$ cat src/rtl/div_iter_unit.sv
// Multi-cycle radix-2 restoring divider for DIV/DIVU.
// Returns {hi = remainder, lo = quotient} through a valid/ack handshake.
module div_iter_unit #(
  parameter int unsigned WIDTH = 32,
  parameter int unsigned CNT_W = 6
) (
  input  logic             clk,
  input  logic             rst,
  input  logic             start,
  input  logic             is_signed,
  input  logic [WIDTH-1:0] a,
  input  logic [WIDTH-1:0] b,
  input  logic             flush,
  input  logic             ack,
  output logic             in_ready,
  output logic             busy,
  output logic             out_valid,
  output logic [WIDTH-1:0] hi,
  output logic [WIDTH-1:0] lo
);

  localparam int unsigned LAST = WIDTH - 1;

  typedef enum logic [1:0] {IDLE, CALC, DONE} state_t;

  state_t           state;
  logic [CNT_W-1:0] cnt;
  logic             sgn_a;
  logic             sgn_b;
  logic [WIDTH-1:0] abs_b;
  logic [WIDTH-1:0] rem;
  logic [WIDTH-1:0] dvd;

  logic             neg_a;
  logic             neg_b;
  logic [WIDTH-1:0] abs_a_in;
  logic [WIDTH-1:0] abs_b_in;
  logic [WIDTH:0]   shifted;
  logic [WIDTH:0]   trial;
  logic             qbit;
  logic [WIDTH-1:0] rem_nx;
  logic [WIDTH-1:0] q_nx;

  // Operand magnitudes at request time and one restoring-division step.
  always_comb begin
    neg_a    = a[WIDTH-1] & is_signed;
    neg_b    = b[WIDTH-1] & is_signed;
    abs_a_in = neg_a ? WIDTH'(WIDTH'(0) - a) : a;
    abs_b_in = neg_b ? WIDTH'(WIDTH'(0) - b) : b;
    shifted  = {rem, dvd[WIDTH-1]};
    trial    = shifted - {1'b0, abs_b};
    qbit     = ~trial[WIDTH];
    rem_nx   = qbit ? trial[WIDTH-1:0] : shifted[WIDTH-1:0];
    q_nx     = {dvd[WIDTH-2:0], qbit};
  end

  always_ff @(posedge clk) begin
    if (rst) begin
      state     <= IDLE;
      cnt       <= '0;
      sgn_a     <= 1'b0;
      sgn_b     <= 1'b0;
      abs_b     <= '0;
      rem       <= '0;
      dvd       <= '0;
      in_ready  <= 1'b1;
      busy      <= 1'b0;
      out_valid <= 1'b0;
      hi        <= '0;
      lo        <= '0;
    end else if (flush) begin
      // Cancel anything in flight; the last completed result stays visible.
      state     <= IDLE;
      in_ready  <= 1'b1;
      busy      <= 1'b0;
      out_valid <= 1'b0;
    end else begin
      case (state)
        IDLE: begin
          if (start) begin
            sgn_a    <= neg_a;
            sgn_b    <= neg_b;
            abs_b    <= abs_b_in;
            dvd      <= abs_a_in;
            rem      <= '0;
            cnt      <= '0;
            in_ready <= 1'b0;
            busy     <= 1'b1;
            if (b == '0) begin
              state     <= DONE;
              out_valid <= 1'b1;
              hi        <= a;
              lo        <= '1;
            end else begin
              state <= CALC;
            end
          end
        end
        CALC: begin
          rem <= rem_nx;
          dvd <= q_nx;
          cnt <= cnt + CNT_W'(1);
          if (cnt == CNT_W'(LAST)) begin
            state     <= DONE;
            out_valid <= 1'b1;
            lo        <= (sgn_a ^ sgn_b) ? WIDTH'(WIDTH'(0) - q_nx) : q_nx;
            hi        <= sgn_a ? WIDTH'(WIDTH'(0) - rem_nx) : rem_nx;
          end
        end
        DONE: begin
          if (ack) begin
            state     <= IDLE;
            in_ready  <= 1'b1;
            busy      <= 1'b0;
            out_valid <= 1'b0;
          end
        end
        default: begin
          state     <= IDLE;
          in_ready  <= 1'b1;
          busy      <= 1'b0;
          out_valid <= 1'b0;
        end
      endcase
    end
  end

endmodule

$ cat config.mk
export PLATFORM = sky130hd
export DESIGN_NAME = div_iter_unit
export DESIGN_NICKNAME = d
export VERILOG_FILES = /design/src/rtl/div_iter_unit.sv
export SDC_FILE = /design/constraint.sdc
export NUM_CORES = 1
export LEC_CHECK = 0
export ABC_AREA = 1
export BUFFER_PORTS_ARGS = -buffer_cell sky130_fd_sc_hd__clkbuf_2
export CAP_MARGIN = 10
export CORE_ASPECT_RATIO = 0.5
export CORE_MARGIN = 5
export CORE_UTILIZATION = 60
export DETAILED_ROUTE_END_ITERATION = 7
export GPL_TIMING_DRIVEN = 0
export PLACE_DENSITY = 0.83
export SLEW_MARGIN = 20
export SYNTH_ARGS = -nofsm -noshare
export SYNTH_HDL_FRONTEND = slang
export SYNTH_SLANG_ARGS = --single-unit
export TNS_END_PERCENT = 30
$ cat constraint.sdc
create_clock -name clk -period 4.3 [get_ports clk]
set_input_delay 0.215 -clock clk [delete_from_list [all_inputs] [get_ports clk]]
set_output_delay 0.215 -clock clk [all_outputs]
set_load 0.005 [all_outputs]
==> metrics <==
cell repeated most along the worst path=nand2_2; syn_area_per_cell=just over 6 um^2; grt total ovfl=0; CTS Sinks=~170; combinational family with the most area after synthesis=simple AND/OR/NAND/NOR gates; Placer Congestion=between 0.9 and 1; Synth Area in Adders=3.65%; die width=220 um; vias per std cell=roughly 5.8; # setup viols final=0; largest net degree at the start of global routing=17; syn_nets=around 2300; top cell family by delay on the critical path=simple AND/OR/NAND/NOR gates; WHS=0.0446 ns; Unique masters post-synth=between 50 and 60; Antenna Cells=0; vias=roughly 15000; Area after DPL=14300 um^2; Setup WS post-layout=between 0.2 and 0.25 ns; CP Max Fanout=10; CP endpoint kind=flop; fmax=245 MHz; Die Ht=115 um; Synth Area in Compound Gates=around 18%; # DRC=0; htree depth=4; commonest non-fill, non-tap cells in the layout=nand2_1 (613), inv_1 (282), nor2_1 (193); mux share of post-synthesis cell area=0%; leading cell type in the layout, fill and taps excluded=nand2_1; # port buffers=around 140; post-route cell area=roughly 15000 um^2; slowest CP cell=fa_2; Lkg Pwr=about 0.0074 uW; TritonCTS buffer count=17; status=completed; Skew-Pair Late Insertion Delay=around 0.46 ns; drt initial violations=2028; Post-Syn Instances=around 2200; Syn. warnings=0; vias in the first global route=between 10000 and 15000; hold crit path type=primary input to flop; Yosys reg bits=between 150 and 200; clk buf depth=2; CP peak stage delay=0.38 ns; crit path DAT=roughly 4.5 ns; pre-CTS setup slack=-0.314 ns; GRT Total Usage=36.8%; Synth Cell Area=13200 um^2; io pins=137; Maximum Capacitance Violations=0; CTS root buf=clkbuf_16; initial antenna violation count=0; first-pass GRT wire length=about 73000 um; maximum VDD drop=about 0.20 mV; max-slew violation count=0; xor and xnor area share after synthesis=under 10%; total die area=between 20000 and 30000 um^2; Area Growth Syn to Fin=13.4%; main flop type after synthesis=dfxtp_1; Critical Path RT=between 4 and 5 ns; wire per inst=between 15 and 20 um; Post-layout nets=2440; Worst-path clk slew=roughly 0.070 ns; Initial Util=60.9%; Routed Antenna Nets=0; Core Box Area=21700 um^2; CTS tree=built; Hold Vio Cnt, Final=0; Pre-Repair DR Iteration Count=8; Slew Limit Headroom=between 20 and 30%; clk_skew=between 0.015 and 0.02 ns; time the worst path needs with I/O delays and setup=around 4.1 ns; layout cells sized above 1=between 10% and 20%; final worst-path cycle share=94.8%; layout filler cell count=2012; asr flop ratio synth=0%; Critical Path Source Type=flop; Rows=38; Routed Wire Length=between 40000 and 50000 um; hpwl dp=around 37000 um; WS Path Type=flop to flop; Synth Area in Simple Gates=between 30% and 40%; Seq/Total Area, Yosys=a little over a quarter; P per Cell Area=between 300 and 400 nW/um^2; EDFF count, synth=0; Buf/Inv on CP=5; slew at the pin with the worst max-slew slack=between 1 and 1.5 ns
## final timing paths
check	startpoint	to	cells past startpoint	slack (ns)
hold reg to reg	lo[27]$_SDFFE_PP0P_	lo[27]$_SDFFE_PP0P_	2	0.47
setup / recovery	dvd[31]$_SDFFE_PP0P_	lo[26]$_SDFFE_PP0P_	28	0.22
setup reg to reg	dvd[31]$_SDFFE_PP0P_	lo[26]$_SDFFE_PP0P_	28	0.22
hold / removal	ack	state[1]$_SDFFE_PP0P_	3	0.04
## cell type report
type | instances | area (um^2) | share of cell area, %
inverters | 296 | 1110 | 7.41
plain buffers | 86 | 413 | 2.75
multi-input cells | 1620 | 8300 | 55.4
clock buffers | 19 | 453 | 3.02
well taps | 300 | 375 | 2.50
repair buffers | 138 | 698 | 4.66
clock inverters | 13 | 175 | 1.17
flip-flops and latches | 173 | 3460 | 23.1
## synth_stat cells, drive strengths merged (4+ instances only)
library cell	count	area (um^2)
o21ai	132	661
a211oi	5	37.5
o221ai	11	96.3
dfxtp	173	3460
nor2	209	840
a31oi	18	113
a311oi	7	61.3
a21oi	180	953
ha	37	463
clkbuf	66	248
buf	20	156
nand4	13	81.3
nand2	664	2660
nand3	164	918
nor3	30	160
o211ai	39	293
o31ai	7	52.6
inv	293	1100
o41ai	4	42.6
xor2	32	280
nand3b	13	97.6
nor4	8	50.1
or2	5	31.3
xnor2	17	149
and2	6	37.5
## per-layer routing
layer	part of all wire [%]	GRT usage, %
met1	43	51.8
met2	41	55.6
met3	12	8.76
met4	3.4	13.0
met5	0	0
## flip-flops by register name (all words and copies together), names as in the netlist, 2 cells and up
signal,flops
dvd,32
hi,32
lo,32
rem,32
cnt,6
state,2
abs_b,32
## cells by family (layout without fill, tap and decap cells)
kind of cell,count (synthesis),count (layout)
AOI/OAI and AO/OA,418,418
xor gates and xnor gates,49,49
adders and majority gates,38,38
buffers and inverters,382,552
DFF,173,173
and+or+nand+nor,1115,1115
## tightest hold or removal path, stage by stage
cell and delay (ns):
clkbuf_2 0.07, nand3b_1 0.11, a21oi_1 0.06
## metrics by stage
stage | total power [uW] | TNS (ns) | cells | util [%]
floorplan | 2630 | 0 | 2175 | -
global placement | 3010 | -0.785 | 2610 | 65.8
detailed placement | 3020 | -1.08 | 2610 | 65.8
CTS | 4690 | 0 | 2642 | 68.9
global route | 4960 | -0.00934 | 2645 | 69.1
finish | 4760 | 0 | 2645 | 69.1
## where the power goes
part / leakage, uW / internal, uW / switching, uW / total [uW]
registers: 0.00141 / 1670 / 59.8 / 1730
logic: 0.00568 / 414 / 911 / 1330
clock network: 0.000313 / 961 / 734 / 1700
total: 0.00740 / 3050 / 1700 / 4760
## what timing repair did
item | CTS | global route
hold buffers | 0 | 0
gates resized for setup | 8 | 8
hold endpoints to repair | 0 | 0
setup endpoints to repair | 5 | 5
buffers inserted | 0 | 3
pin swaps | 2 | 6
Note: power is estimated with default switching activity, not from simulation.
